<file path="config.mk">
export PLATFORM = sky130hd
export DESIGN_NAME = sad_trigger_sequencer
export DESIGN_NICKNAME = d
export VERILOG_FILES = /design/src/rtl/sad_trigger_sequencer.sv
export SDC_FILE = /design/constraint.sdc
export NUM_CORES = 1
export LEC_CHECK = 0
export ABC_CLOCK_PERIOD_IN_PS = 3770
export CAP_MARGIN = 20
export CORE_MARGIN = 1.5
export CORE_UTILIZATION = 53
export DETAILED_ROUTE_END_ITERATION = 7
export PLACE_DENSITY = 0.88
export SLEW_MARGIN = 0
export SYNTH_ARGS = -nofsm -noshare
export SYNTH_HDL_FRONTEND = slang
export SYNTH_SLANG_ARGS = --single-unit
</file>
<file path="constraint.sdc">
create_clock -name clk_adc -period 3.77 [get_ports clk_adc]
set_input_delay 0.9425 -clock clk_adc [delete_from_list [all_inputs] [get_ports clk_adc]]
set_output_delay 0.9425 -clock clk_adc [all_outputs]
set_load 0.02 [all_outputs]
</file>
<file path="src/rtl/sad_trigger_sequencer.sv">
// rtl/sad_trigger_sequencer.sv - SAD match to shaped trigger sequencer with holdoff and per-arming budget
//
// Purpose:
//   Converts the SAD block's raw 1-cycle match strobe into a shaped trigger_out
//   pulse. Drives the SAD active input, enforces a dead time after each pulse,
//   limits the number of triggers per arming, and counts accepted and dropped
//   matches. Single clock domain (clk_adc).
//
// Ports:
//   clk_adc           in   ADC sample clock
//   reset             in   asynchronous, active-high
//   cfg_enable        in   sequencer enable; low forces IDLE on the next edge
//   cfg_always_armed  in   arm without an armed_and_ready rising edge
//   cfg_max_triggers  in   triggers per arming, 0 = unlimited
//   cfg_holdoff       in   dead cycles after each pulse
//   cfg_pulse_width   in   trigger_out high cycles, 0 behaves as 1
//   armed_and_ready   in   capture armed level
//   sad_match         in   SAD raw match strobe
//   sad_active        out  SAD .active (high only while ARMED)
//   trigger_out       out  shaped trigger
//   busy              out  sequencer not in IDLE
//   trigger_count     out  accepted triggers since arming
//   missed_count      out  matches dropped in PULSE/HOLDOFF, saturating

module sad_trigger_sequencer #(
    parameter int pCOUNT_W   = 8,
    parameter int pHOLDOFF_W = 16,
    parameter int pPULSE_W   = 8
) (
    input  logic                  clk_adc,
    input  logic                  reset,
    input  logic                  cfg_enable,
    input  logic                  cfg_always_armed,
    input  logic [pCOUNT_W-1:0]   cfg_max_triggers,
    input  logic [pHOLDOFF_W-1:0] cfg_holdoff,
    input  logic [pPULSE_W-1:0]   cfg_pulse_width,
    input  logic                  armed_and_ready,
    input  logic                  sad_match,
    output logic                  sad_active,
    output logic                  trigger_out,
    output logic                  busy,
    output logic [pCOUNT_W-1:0]   trigger_count,
    output logic [pCOUNT_W-1:0]   missed_count
);

    typedef enum logic [2:0] {
        S_IDLE    = 3'd0,
        S_ARMED   = 3'd1,
        S_PULSE   = 3'd2,
        S_HOLDOFF = 3'd3,
        S_DONE    = 3'd4
    } state_t;

    state_t                r_state;
    state_t                w_next;
    logic                  r_arm_q;
    logic [pPULSE_W-1:0]   r_pulse_cnt;
    logic [pHOLDOFF_W-1:0] r_hold_cnt;
    logic [pCOUNT_W-1:0]   r_trig_cnt;
    logic [pCOUNT_W-1:0]   r_miss_cnt;
    logic                  r_sad_active;
    logic                  r_trigger_out;
    logic                  r_busy;

    logic                  w_arm_rise;
    logic                  w_pulse_last;
    logic                  w_hold_last;
    logic                  w_budget_hit;
    logic                  w_sad_active;
    logic                  w_trigger_out;
    logic                  w_busy;
    logic                  w_arm_entry;
    logic [pPULSE_W-1:0]   w_pulse_load;

    assign w_arm_rise   = armed_and_ready & ~r_arm_q;
    assign w_pulse_last = (r_pulse_cnt == '0);
    assign w_hold_last  = (r_hold_cnt == '0);
    // trigger_count already includes the pulse in progress when this is evaluated
    assign w_budget_hit = (cfg_max_triggers != '0) && (r_trig_cnt == cfg_max_triggers);
    assign w_arm_entry  = (r_state == S_IDLE) && (w_next == S_ARMED);
    // Counters run down to zero, so a width of N loads N-1; width 0 loads 0 like width 1
    assign w_pulse_load = (cfg_pulse_width == '0) ? '0 : (cfg_pulse_width - pPULSE_W'(1));

    // State and registered outputs
    always_ff @(posedge clk_adc or posedge reset) begin
        if (reset) begin
            r_state       <= S_IDLE;
            r_sad_active  <= 1'b0;
            r_trigger_out <= 1'b0;
            r_busy        <= 1'b0;
        end else begin
            r_state       <= w_next;
            r_sad_active  <= w_sad_active;
            r_trigger_out <= w_trigger_out;
            r_busy        <= w_busy;
        end
    end

    // Next-state logic
    always_comb begin
        w_next = r_state;
        if (!cfg_enable) begin
            w_next = S_IDLE;
        end else begin
            case (r_state)
                S_IDLE: begin
                    if (w_arm_rise || cfg_always_armed) begin
                        w_next = S_ARMED;
                    end
                end
                S_ARMED: begin
                    if (sad_match) begin
                        w_next = S_PULSE;
                    end
                end
                S_PULSE: begin
                    if (w_pulse_last) begin
                        if (w_budget_hit) begin
                            w_next = S_DONE;
                        end else if (cfg_holdoff == '0) begin
                            w_next = S_ARMED;
                        end else begin
                            w_next = S_HOLDOFF;
                        end
                    end
                end
                S_HOLDOFF: begin
                    if (w_hold_last) begin
                        w_next = S_ARMED;
                    end
                end
                S_DONE: begin
                    if (!armed_and_ready && !cfg_always_armed) begin
                        w_next = S_IDLE;
                    end
                end
                default: w_next = S_IDLE;
            endcase
        end
    end

    // Outputs are decoded from the next state so the registered copies line up
    // with the state they describe (match in cycle N -> trigger_out in N+1).
    always_comb begin
        w_sad_active  = (w_next == S_ARMED);
        w_trigger_out = (w_next == S_PULSE);
        w_busy        = (w_next != S_IDLE);
    end

    // Datapath: arming edge detect, pulse/holdoff timers, event counters
    always_ff @(posedge clk_adc or posedge reset) begin
        if (reset) begin
            r_arm_q     <= 1'b0;
            r_pulse_cnt <= '0;
            r_hold_cnt  <= '0;
            r_trig_cnt  <= '0;
            r_miss_cnt  <= '0;
        end else begin
            r_arm_q <= armed_and_ready;

            if (w_arm_entry) begin
                r_trig_cnt <= '0;
                r_miss_cnt <= '0;
            end else if (cfg_enable && sad_match) begin
                if (r_state == S_ARMED && r_trig_cnt != '1) begin
                    r_trig_cnt <= r_trig_cnt + pCOUNT_W'(1);
                end
                if ((r_state == S_PULSE || r_state == S_HOLDOFF) && r_miss_cnt != '1) begin
                    r_miss_cnt <= r_miss_cnt + pCOUNT_W'(1);
                end
            end

            if (w_next == S_PULSE && r_state != S_PULSE) begin
                r_pulse_cnt <= w_pulse_load;
            end else if (r_state == S_PULSE && !w_pulse_last) begin
                r_pulse_cnt <= r_pulse_cnt - pPULSE_W'(1);
            end

            // HOLDOFF is only entered with a non-zero cfg_holdoff, so the load cannot underflow
            if (w_next == S_HOLDOFF && r_state != S_HOLDOFF) begin
                r_hold_cnt <= cfg_holdoff - pHOLDOFF_W'(1);
            end else if (r_state == S_HOLDOFF && !w_hold_last) begin
                r_hold_cnt <= r_hold_cnt - pHOLDOFF_W'(1);
            end
        end
    end

    assign sad_active    = r_sad_active;
    assign trigger_out   = r_trigger_out;
    assign busy          = r_busy;
    assign trigger_count = r_trig_cnt;
    assign missed_count  = r_miss_cnt;

endmodule

</file>
# Word level (Yosys, flattened, before mapping)
# Index checks and enable logic that the tools add are counted.
# totals
output_inout_bits	19
reg_bits	47
input_bits	38
elab_cells	79
# classes
reduce_logical	30
bitwise_logic	2
n_addsub	6
muxes	20
n_eq_ne	12
# ops
cell	n
two-way mux 8 bit	9
logical NOT 16 bit	2
two-way mux 16 bit	2
subtractor 16 x 1 -> 16 bit (second input constant)	2
two-way mux 3 bit	7
adder 8 x 1 -> 8 bit (second input constant)	2
logical NOT 8 bit	2
inequality test 8 bit (second input constant)	2
subtractor 8 x 1 -> 8 bit (second input constant)	2
case mux 3 bit (5 select lines)	1
equality test 3 x 2 -> 1 bit (second input constant)	4
logical AND 1 bit	10
nonzero test 2 bit	5
equality test 8 bit	1
nonzero test 8 bit	1
equality test 3 x 1 -> 1 bit (second input constant)	2
inequality test 3 x 2 -> 1 bit (second input constant)	2
logical NOT 1 bit	4
AND reduction 2 bit	2
equality test 3 bit (second input constant)	1
logical NOT 3 bit	1
nonzero test 3 bit	1
logical OR 1 bit	2
two-way mux 2 bit	1
other kinds (2)	2

# Depth between registers and ports, before layout
# Gate-level depths: netlist of the first run.
# depth
ltp_word	10
depth_mapped	15
mapped_depth_nobuf	13

# Least setup slack after synthesis of the first run
# No wires, ideal clock.
# synth_path
path_kind	in2reg
startpoint	in cfg_holdoff[1]
endpoint	reg r_hold_cnt[10]
setup_ps	126
cell_stages	14
slack_ps	11
t_arrival_ps	3633
required_time_ps	3644
path_buffers	3
path_cell_list	or4_1 -> or2_1 -> buf_2 -> nor4_4 -> nor4b_2 -> buf_2 -> mux2i_1 -> ha_1 -> nand2_1 -> or2_2 -> clkbuf_1 -> nor3b_1 -> xnor2_1 -> mux2i_1
# synth_via
elab_chain_len	9
word_cells_on_any_way	11
classes_between	add/sub: 1; eq/ne: 1; mux: 6; reduce/logical: 3
# synth_lines
element	line	source
from (decl)	35	input logic [pHOLDOFF_W-1:0] cfg_holdoff,
logical NOT 16 bit	120	end else if (cfg_holdoff == '0) begin
two-way mux 2 bit	120	
two-way mux 3 bit	118	if (w_budget_hit) begin
two-way mux 3 bit	117	if (w_pulse_last) begin
case mux 3 bit (5 select lines)	105	case (r_state)
two-way mux 3 bit	102	if (!cfg_enable) begin
equality test 3 x 2 -> 1 bit	180	if (w_next == S_HOLDOFF && r_state != S_HOLDOFF) begin
logical AND 1 bit	180	
two-way mux 16 bit or nonzero test 2 bit (tied branches)	--	
to (signal assigned)	181	r_hold_cnt <= cfg_holdoff - pHOLDOFF_W'(1);
to (signal assigned)	183	r_hold_cnt <= r_hold_cnt - pHOLDOFF_W'(1);
to (decl)	58	logic [pHOLDOFF_W-1:0] r_hold_cnt;
# Several ways; a longest one is shown, not always the timed one.
# A chain may end at the register's enable or synchronous reset.

# Final worst setup path of the first run
# layout_path
startpoint	in cfg_holdoff[1]
endpoint	reg r_hold_cnt[14]
# Same word-level chain as after synthesis.

==> summary.md, run 1 <==
| Metric | Value |
|---|---|
| Post-Synth Adder-Cell Area | `0.02409` |
| Diode count | `0` |
| Synth Area in XOR/XNOR | `0.1349` |
| Fmax achieved | `between 200 and 300 MHz` |
| DPL Wire Length | `5.596 mm` |
| I/O Pins | `57` |
| WP data required | `around 4000 ps` |
| Port Buffers | `56` |
| Final Hold Viols | `0` |
| Area share of and/or/nand/nor cells after synthesis | `0.2549` |
| Post-synth top area share | `0.3774` |
| RSZ-0062 raised after global routing | `yes` |
| DIE WIDTH | `79.69 um` |
| Asr flop ratio synth | `1.000` |
| Status | `completed` |
| Largest cells by area after synthesis | `dfrtp_1 38%, xor2_1 8.7%, nor2_1 5.2%` |
| Root Driver | `clkbuf_8` |
| Synth Instances | `348` |
| Area leader, netlist | `dfrtp_1` |
| Fin. max-slew vios | `0` |
| Critical path arrival | `3860 ps` |
| CTS Sinks | `47` |
| Synth Area in Compound Gates | `0.1493` |
| Combinational family with the most area after synthesis | `simple AND/OR/NAND/NOR gates` |
| Cells after DPL | `roughly 490` |
| Maxcap violations | `0` |
| Pin slew with the least headroom to its limit | `899.3 ps` |
| Post-synth EDFFs | `0` |
| Period utilization | `0.9650` |
| Setup violators final | `0` |
| Core Util, Final | `0.7259` |
| CP Class | `input pin to register` |
| Antenna violations before repair | `0` |
| DR vias | `2,952` |
| Mapped Nets | `392` |
| Row Count | `27` |
| Average size of a mapped cell | `8.956 um^2` |
| Non-Filler Instances | `497` |
| Layout area overhead | `29.83%` |
| Die Height | `79.69 um` |
| Mapped cell area | `3117 um^2` |
| CTS Buf Count | `5` |
| Htree depth | `2` |
| Hold-fix buffers, CTS | `0` |
| Min Clock Period, post-route | `approximately 3600 ps` |
| DR DRC count | `0` |
| Post-CTS setup buffers | `0` |
| Final wirelength | `7.598 mm` |
| Final hold slack | `538.1 ps` |
| Synth warn | `0` |
| Area taken by flip-flops and latches | `between 1000 and 1500 um^2` |
| Average wire per standard cell | `15.29 um` |
| Worst Skew | `7.355 ps` |
| GPL Wtd Cong | `0.9205` |
| Worst hold path class | `register to register` |
| Layout cells sized above 1 | `0.1271` |
| Peak supply drop | `0.0002578 V` |
| Pwr/cell area | `404.0 nW/um^2` |
| Yosys reg bits | `47` |
| Antenna-violating nets left | `0` |
| Most frequent cell after synthesis | `dfrtp_1` |
| Startpoint Class | `input pin` |
| Worst-path clk slew | `approximately 90 ps` |
| Fillers | `419` |
| Total power | `1.635 mW` |
| Skew-Pair Late Insertion Delay | `310 ps` |
| Synth cell count leaders | `47 x dfrtp_1, 43 x nor2_1, 31 x xor2_1` |
| Fin nets | `468` |
| CP endpoint kind | `register` |
| Global route overflow | `0` |
| Area of the multi-input gates | `1891 um^2` |
| Die area | `6350 um^2` |
| Iteration count of the initial detailed-routing pass | `5` |
| Mux contribution to synthesized area | `0.02609` |
| Pin count of the biggest net entering global routing | `48` |
| CTS tree | `done` |
| Slew headroom | `0.3965` |
| Core area | `~5600 um^2` |
| Global-route usage over all layers | `0.2486` |
| Dominant synthesized flop cell | `dfrtp_1` |
| Unique masters post-synth | `59` |
| First-pass GRT wire length | `12.36 mm` |
| Initial Util | `0.5591` |
| Max Fanout on Critical Path | `4` |
| Vias per inst | `5.940` |
| Seq/Total Area, Yosys | `0.3774` |
| Clock buffer depth | `2` |
| Detailed router's first-iteration violation count | `178` |
| Vias in the first global route | `2,745` |
| Leakage | `1.681 nW` |
-- layer usage --
metal  global-route usage  vias up  share of wire
li1                     -     1408              -
met1               0.3134     1417           0.43
met2               0.4237      114           0.49
met3              0.04800       13          0.061
met4              0.08596        0          0.015
met5                    0        -              0
-- registers in the layout, indices dropped and copies added (netlist names) --
name           count
r_hold_cnt        16
missed_count       8
r_pulse_cnt        8
trigger_count      8
r_state            3
busy               1
r_arm_q            1
sad_active         1
trigger_out        1
-- cells in the final DEF, fill, tap and decap left out, drive strengths merged, types with 3 or more instances in the layout --
master         count
xor2              31
nor3              13
a21oi             23
nor4b              6
nand3             13
xnor2             17
nand2             22
a211oi             7
clkdlybuf4s50     56
clkbuf             5
or4                4
nor3b              6
buf               26
or2                3
o211ai             3
inv               10
dfrtp             47
nand4b             3
o21ai             16
mux2i              7
nor4               8
nor2              43
or3                5
o31ai              5
a2111oi            3
clkinv             3
o21a               3
nand3b             3
ha                 6
and3               4
-- cell type report --
type / count / share of cell area
multi-input cells: 278 / 0.4672
flip-flops and latches: 47 / 0.2907
repair buffers: 82 / 0.1899
well taps: 72 / 0.02226
clock buffers: 5 / 0.01701
inverters: 10 / 0.009276
clock inverters: 3 / 0.003711
-- through the flow --
step	TNS (ps)	setup slack (ps)	instance area (um^2)
2_1_floorplan	0	10.77	3117
3_3_place_gp	-509.4	-128.7	3897
3_5_place_dp	-1375	-265.4	3897
4_1_cts	0	51.19	3986
5_1_grt	-125.6	-67.93	4046
6_report	0	131.9	4046
-- where the power goes --
part	internal [mW]	total, mW	switching [mW]
clock network	0.127	0.305	0.178
logic	0.283	0.585	0.301
registers	0.619	0.745	0.127
total	1.03	1.63	0.606
-- final timing paths --
check	start	end	slack, ps	cells after the start
min	r_pulse_cnt[5]$_DFFE_PP0P_	r_pulse_cnt[5]$_DFFE_PP0P_	540	1
max	cfg_holdoff[1]	r_hold_cnt[14]$_DFFE_PP0P_	130	13
min reg2reg	r_pulse_cnt[5]$_DFFE_PP0P_	r_pulse_cnt[5]$_DFFE_PP0P_	540	1
max reg2reg	r_pulse_cnt[0]$_DFFE_PP0P_	r_hold_cnt[14]$_DFFE_PP0P_	420	14
max in group asynchronous	reset	r_hold_cnt[10]$_DFFE_PP0P_	2330	3
min in group asynchronous	reset	trigger_count[7]$_DFFE_PP0P_	940	2
-- cell families (layout without fill, tap and decap cells) --
group | count (synthesis) | count (layout)
xor gates and xnor gates | 48 | 48
buffers and inverters | 23 | 100
AOI/OAI and AO/OA | 72 | 72
muxes | 8 | 8
and+or+nand+nor | 144 | 144
DFF | 47 | 47
adders and majority gates | 6 | 6
-- what timing repair did --
action                     4_1_cts  5_1_grt
gates cloned                     0        0
setup endpoints to repair        1        6
gates resized for setup          1        8
pin swaps                        0        6
-- critical path: stages --
cell,delay (ps)
clkdlybuf4s50_1,410
or4_1,540
or2_1,280
nor4_4,230
nor4b_4,100
mux2i_1,180
ha_2,220
nand3b_1,120
a21oi_1,220
buf_4,180
nand4b_1,120
xor2_1,170
mux2i_1,140
No activity file was read; power rests on OpenSTA's default activity.
==> run 2: changes to the inputs <==
==> constraint.sdc (replaced) <==
create_clock -name clk_adc -period 3.77 [get_ports clk_adc]
set_input_delay 0.754 -clock clk_adc [delete_from_list [all_inputs] [get_ports clk_adc]]
set_output_delay 0.754 -clock clk_adc [all_outputs]
set_load 0.02 [all_outputs]
==> run 2 against run 1 <==
  * First-iteration DRC count down 6.7%
  * Flip-flop and latch count unchanged
  * Via count down 2.9%
  * Cell area down 1.9%
  * Utilization down 1.4 points
  * Setup slack better by 100 ps
  * Non-clock buffer count down 9
  * Critical path depth unchanged
  * Hold slack better by 8.8 ps
==> summary.md, run 2 (synthesized netlist as in run 1, its figures left out) <==
| Metric | Value |
|---|---|
| Core area | `5574 um^2 (unchanged)` |
| Hold-fix buffers, CTS | `0 (unchanged)` |
| Peak supply drop | `0.0002665 V (+3.4%)` |
| Pin count of the biggest net entering global routing | `48 (unchanged)` |
| Vias in the first global route | `2,787 (+1.5%)` |
| Setup violators final | `0 (unchanged)` |
| Status | `completed` |
| CTS Sinks | `47 (unchanged)` |
| Int Power | `1.094 mW (+6.3%)` |
| Vias per inst | `5.871 (-1.2%)` |
| Clk pwr share | `0.222 (+0.035)` |
| Die Height | `79.69 um (unchanged)` |
| Fin. max-slew vios | `0 (unchanged)` |
| CTS tree | `done` |
| Fin area | `3969 um^2 (-1.9%)` |
| Worst Skew | `7.021 ps (-0.3337 ps)` |
| Antenna violations before repair | `0 (unchanged)` |
| Diode count | `0 (unchanged)` |
| RSZ-0062 raised after global routing | `no` |
| Antenna-violating nets left | `0 (unchanged)` |
| Switching Share | `0.3582 (-0.01225)` |
| Most frequent cells in the layout | `56 x clkdlybuf4s50_1, 47 x dfrtp_1, 43 x nor2_1, 31 x xor2_1, 23 x a21oi_1` |
| Max reg flops | `16 (unchanged)` |
| Slew headroom | `0.4026 (+0.006149)` |
| Initial Util | `0.5591 (unchanged)` |
| Final wirelength | `7.719 mm (+1.6%)` |
| Pwr/cell area | `429.5 nW/um^2 (+6.3%)` |
| Fmax achieved | `282.6 MHz (+2.8%)` |
| DR vias | `2,865 (-2.9%)` |
| CP Class | `input pin to register` |
| Critical path arrival | `3750 ps (-110 ps)` |
| GPL Wtd Cong | `0.9505 (+3.3%)` |
| DP Area | `3830 um^2 (-1.7%)` |
| Htree depth | `2 (unchanged)` |
| DPL Wire Length | `5.764 mm (+3.0%)` |
| Global-route usage over all layers | `0.2583 (+0.009731)` |
| Final hold slack | `546.9 ps (+8.750 ps)` |
| Period utilization | `0.9386 (-0.02641)` |
| Worst-path clk slew | `90 ps (about the same)` |
| Global route overflow | `0 (unchanged)` |
| Final Hold Viols | `0 (unchanged)` |
| Layout area overhead | `27.34%` |
| First-pass GRT wire length | `12.86 mm (+4.1%)` |
| Switching pwr | `0.6106 mW (+0.82%)` |
| Startpoint Class | `input pin` |
| Maxcap violations | `0 (unchanged)` |
| Worst slack, placed | `-113.1 ps (+152.3 ps)` |
| I/O Pins | `57 (unchanged)` |
| Root Driver | `clkbuf_8` |
| Sequential fraction of design power | `0.439 (-0.017)` |
| WP data required | `3980 ps (-20 ps)` |
| Comb pwr share | `0.339 (-0.019)` |
| DIE WIDTH | `79.69 um (unchanged)` |
| CTS Buf Count | `5 (unchanged)` |
| Die area | `6350 um^2 (unchanged)` |
| Total power | `1.705 mW (+4.3%)` |
| Largest Register | `r_hold_cnt` |
| Iteration count of the initial detailed-routing pass | `5 (unchanged)` |
| Clock buffer depth | `2 (unchanged)` |
| CP endpoint kind | `register` |
| Commonest non-fill, non-tap cell in the layout | `clkdlybuf4s50_1` |
| Post-CTS setup buffers | `0 (unchanged)` |
| Fin nets | `459 (-1.9%)` |
| Final worst slack | `231.5 ps (+99.58 ps)` |
| Skew-Pair Late Insertion Delay | `310 ps (about the same)` |
| Layout cells sized above 1 | `0.09135 (-0.03571)` |
| Min Clock Period, post-route | `3538 ps (-99.58 ps)` |
| Port Buffers | `56 (unchanged)` |
| Row Count | `27 (unchanged)` |
| Pin slew with the least headroom to its limit | `890.1 ps (-9.162 ps)` |
| Max Fanout on Critical Path | `4 (unchanged)` |
| Average wire per standard cell | `15.82 um (+3.5%)` |
| Worst hold path class | `register to register` |
| Leakage | `1.645 nW (-2.1%)` |
| Detailed router's first-iteration violation count | `166 (-6.7%)` |
| DR DRC count | `0 (unchanged)` |
==> run 2: changes by cell type in the layout (fill, tap and decap cells not counted), sizes merged <==
| cell | change |
|---|---|
| buf | -9 |
| bufinv | +1 |
| clkinv | -1 |
==> run 2: worst paths after layout <==
path / start / end / slack, ps / depth (start not counted)
max: cfg_holdoff[7] / r_hold_cnt[14]$_DFFE_PP0P_ / 230 / 13
min: r_pulse_cnt[5]$_DFFE_PP0P_ / r_pulse_cnt[5]$_DFFE_PP0P_ / 550 / 1
max reg2reg: r_pulse_cnt[0]$_DFFE_PP0P_ / r_hold_cnt[14]$_DFFE_PP0P_ / 300 / 14
min reg2reg: r_pulse_cnt[5]$_DFFE_PP0P_ / r_pulse_cnt[5]$_DFFE_PP0P_ / 550 / 1
max in group asynchronous: reset / r_hold_cnt[8]$_DFFE_PP0P_ / 2710 / 3
min in group asynchronous: reset / r_hold_cnt[13]$_DFFE_PP0P_ / 630 / 2
==> run 2: timing repair <==
action                                 in CTS  in global routing
endpoints found under the hold margin       0                  0
gates resized for setup                     0                  1
setup endpoints to repair                   0                  2
==> run 2: through the flow <==
stage	instances	setup TNS, ps	utilization
3_3_place_gp	479	0	0.6871
2_1_floorplan	348	0	-
3_5_place_dp	479	-416.4	0.6871
6_report	488	0	0.7120
5_1_grt	488	0	0.7120
4_1_cts	487	0	0.7073
==> run 2: power groups by stage <==
| stage | sequential, mW | clock (mW) | combinational (mW) |
|---|---|---|---|
| after global routing | 0.763 | 0.409 | 0.633 |
| after CTS | 0.743 | 0.382 | 0.572 |
| after floorplan | 0.728 | 0 | 0.387 |
| after global placement | 0.741 | 0 | 0.529 |
| after detailed placement | 0.750 | 0 | 0.562 |
| final | 0.748 | 0.379 | 0.577 |
==> run 2: final cells by class <==
type	instances	area, um^2
clock buffer	5	68.82
clock inverter	3	43.79
fill	422	1605
inverter	10	37.54
multi-input combinational	278	1852
sequential	47	1176
tap	72	90.09
timing repair buffer	73	700.7
==> run 2: critical path, stage by stage <==
cell	delay (ps)
clkdlybuf4s50_1	470
nor4_2	400
nand3_1	270
nor4_4	350
nor4b_4	110
mux2i_1	180
ha_1	220
nand3b_1	130
a21oi_1	190
buf_4	160
nand4b_1	120
xor2_1	170
mux2i_1	200
==> run 2: metal layers <==
metal	share of wire	up-vias	GRT usage
li1	-	1395	-
met1	0.44	1369	0.3219
met2	0.49	88	0.4492
met3	0.050	13	0.04457
met4	0.016	0	0.08772
met5	0	-	0
==> run 3: changes to the inputs <==
--- a/config.mk
+++ b/config.mk
@@ -10,7 +10,9 @@
 export CORE_MARGIN = 1.5
 export CORE_UTILIZATION = 53
 export DETAILED_ROUTE_END_ITERATION = 7
+export MAX_ROUTING_LAYER = met4
 export PLACE_DENSITY = 0.88
+export SETUP_SLACK_MARGIN = 0.02
 export SLEW_MARGIN = 0
 export SYNTH_ARGS = -nofsm -noshare
 export SYNTH_HDL_FRONTEND = slang
==> run 3 against run 2 <==
  * Sequential power is essentially flat
  * Count of clock-buffer cells in the layout unchanged
  * Register-to-register slack better by 120 ps
  * Die area unchanged
  * Cell area is 0.57% higher
  * Utilization up 0.40 points
  * Largest cell class unchanged
  * Highest routed layer unchanged
==> summary.md, run 3 (synthesized netlist as in run 1, its figures left out) <==
| Metric | Value |
|---|---|
| Fillers | `410 (-2.8%)` |
| Pwr/cell area | `439.2 nW/um^2 (+2.3%)` |
| Final wirelength | `7.557 mm (-2.1%)` |
| Skew-Pair Late Insertion Delay | `310 ps (about the same)` |
| Largest Register | `r_hold_cnt` |
| Final Hold Viols | `0 (unchanged)` |
| CP Class | `input pin to register` |
| Vias per inst | `5.903 (+0.56%)` |
| Setup violators final | `0 (unchanged)` |
| Layout area overhead | `28.06%` |
| Final worst slack | `259.3 ps (+27.74 ps)` |
| Fmax achieved | `284.8 MHz (+0.79%)` |
| Die area | `6350 um^2 (unchanged)` |
| Global route overflow | `0 (unchanged)` |
| First-pass GRT wire length | `12.70 mm (-1.2%)` |
| Status | `completed` |
| Clock buffer depth | `2 (unchanged)` |
| DPL Wire Length | `5.522 mm (-4.2%)` |
| CTS Sinks | `47 (unchanged)` |
| Port Buffers | `56 (unchanged)` |
| Peak supply drop | `0.0002585 V (-3.0%)` |
| Area of the multi-input gates | `1858 um^2 (+0.34%)` |
| Non-Filler Instances | `487 (-0.20%)` |
| Max reg flops | `16 (unchanged)` |
| Worst Skew | `15.38 ps (+8.361 ps)` |
| Met1 Use GR | `0.3326 (+0.01066)` |
| Row Count | `27 (unchanged)` |
| CTS Buf Count | `5 (unchanged)` |
| CTS tree | `done` |
| Antenna-violating nets left | `0 (unchanged)` |
| Max Fanout on Critical Path | `6 (+2)` |
| Core area | `5574 um^2 (unchanged)` |
| Root Driver | `clkbuf_8` |
| Commonest non-fill, non-tap cell in the layout | `clkdlybuf4s50_1` |
| RSZ-0062 raised after global routing | `no` |
| Worst path cell trace | `clkdlybuf4s50_1 -> or4_1 -> or2_1 -> nor4_4 -> nor4b_4 -> mux2i_1 -> ha_1 -> nand2_1 -> or2_2 -> nor3b_1 -> xnor2_1 -> mux2i_1` |
| Antenna violations before repair | `0 (unchanged)` |
| DR vias | `2,875 (+0.35%)` |
| Leakage | `1.646 nW (about the same)` |
| Vias in the first global route | `2,763 (-0.86%)` |
| Die Height | `79.69 um (unchanged)` |
| Most frequent cells in the layout | `56 x clkdlybuf4s50_1, 47 x dfrtp_1, 43 x nor2_1, 31 x xor2_1, 23 x a21oi_1` |
| Critical path arrival | `3690 ps (-60 ps)` |
| Worst slack, placed | `-110.4 ps (+2.739 ps)` |
| Min Clock Period, post-route | `3511 ps (-27.74 ps)` |
| Iteration count of the initial detailed-routing pass | `4 (-1)` |
| Most frequent CP cell | `mux2i_1` |
| Worst hold path class | `register to register` |
| Post-CTS setup buffers | `0 (unchanged)` |
| Area taken by flip-flops and latches | `1176 um^2 (unchanged)` |
| DIE WIDTH | `79.69 um (unchanged)` |
| TNS Setup | `0 ps (unchanged)` |
| WP data required | `3950 ps (-30 ps)` |
| Fin. max-slew vios | `0 (unchanged)` |
| GPL Wtd Cong | `0.9502 (about the same)` |
| Maxcap violations | `0 (unchanged)` |
| Htree depth | `2 (unchanged)` |
| Cells after DPL | `478 (-0.21%)` |
| Fin nets | `458 (-0.22%)` |
| Initial Util | `0.5591 (unchanged)` |
| Average wire per standard cell | `15.52 um (-1.9%)` |
| CP endpoint kind | `register` |
| Diode count | `0 (unchanged)` |
| Met2 usage | `0.4263 (-0.02288)` |
| GR peak layer | `met2` |
| Period utilization | `0.9312 (-0.007359)` |
| Startpoint Class | `input pin` |
| Slew headroom | `0.4082 (+0.005586)` |
| Pin slew with the least headroom to its limit | `881.8 ps (-8.322 ps)` |
| Pin count of the biggest net entering global routing | `48 (unchanged)` |
| Global-route usage over all layers | `0.2605 (+0.002179)` |
| Detailed router's first-iteration violation count | `156 (-6.0%)` |
| Worst-path clk slew | `100 ps (about the same)` |
| I/O Pins | `57 (unchanged)` |
| Delay of the slowest critical-path stage | `540 ps (+70 ps)` |
| Met3 usage | `0.04457 (unchanged)` |
| DR DRC count | `0 (unchanged)` |
| Crit-path slowest cell | `or4_1` |
| Layout cells sized above 1 | `0.09157 (+0.0002201)` |
## run 3: timing repair
item | CTS | global route
hold buffers | 0 | 0
endpoints found under the setup margin | 0 | 2
gates resized for setup | 0 | 2
## run 3: final timing paths
kind	from	to	slack (ps)	depth (start not counted)
max	cfg_holdoff[1]	r_hold_cnt[10]$_DFFE_PP0P_	260	12
min	r_pulse_cnt[5]$_DFFE_PP0P_	r_pulse_cnt[5]$_DFFE_PP0P_	540	1
max reg2reg	r_pulse_cnt[0]$_DFFE_PP0P_	r_hold_cnt[10]$_DFFE_PP0P_	420	13
min reg2reg	r_pulse_cnt[5]$_DFFE_PP0P_	r_pulse_cnt[5]$_DFFE_PP0P_	540	1
max in group asynchronous	reset	r_arm_q$_DFF_PP0_	2720	3
min in group asynchronous	reset	trigger_count[4]$_DFFE_PP0P_	620	2
## run 3: layer usage
layer  up-vias  wire length [um]  part of all wire
li1       1391                 -                 -
met1      1380              3386              0.45
met2        87              3723              0.49
met3        17               346             0.046
met4         0               100             0.013
met5         -                 0                 0
## run 3: report_power, final
group	total (mW)	leakage [nW]	switching, mW	internal, mW
clock network	0.444	0.0644	0.179	0.265
registers	0.746	0.614	0.127	0.619
logic	0.563	0.968	0.288	0.275
## run 3: area by class of cell
cell class | instances | share of cell area
multi-input combinational | 278 | 0.4655
sequential | 47 | 0.2947
timing repair buffer | 72 | 0.1737
tap | 72 | 0.02257
clock buffer | 5 | 0.01724
clock inverter | 3 | 0.01693
inverter | 10 | 0.009404
## run 3: through the flow
stage / total power [mW] / hold slack, ps / util / area (um^2)
final: 1.753 / 536.6 / 0.7160 / 3991
after global routing: 1.864 / 558.5 / 0.7160 / 3991
after CTS: 1.747 / 533.8 / 0.7102 / 3959
after global placement: 1.269 / 507.5 / 0.6857 / 3822
after floorplan: 1.115 / 483.5 / - / 3117
after detailed placement: 1.299 / 517.0 / 0.6857 / 3822
## run 3: worst max-delay path: cells and delay by family
| kind | cells | cell delay [ps] |
|---|---|---|
| buf+inv | 1 | 420 |
| xor+xnor | 1 | 150 |
| mux | 2 | 260 |
| fa+ha+maj | 1 | 210 |
| simple gates | 7 | 1890 |
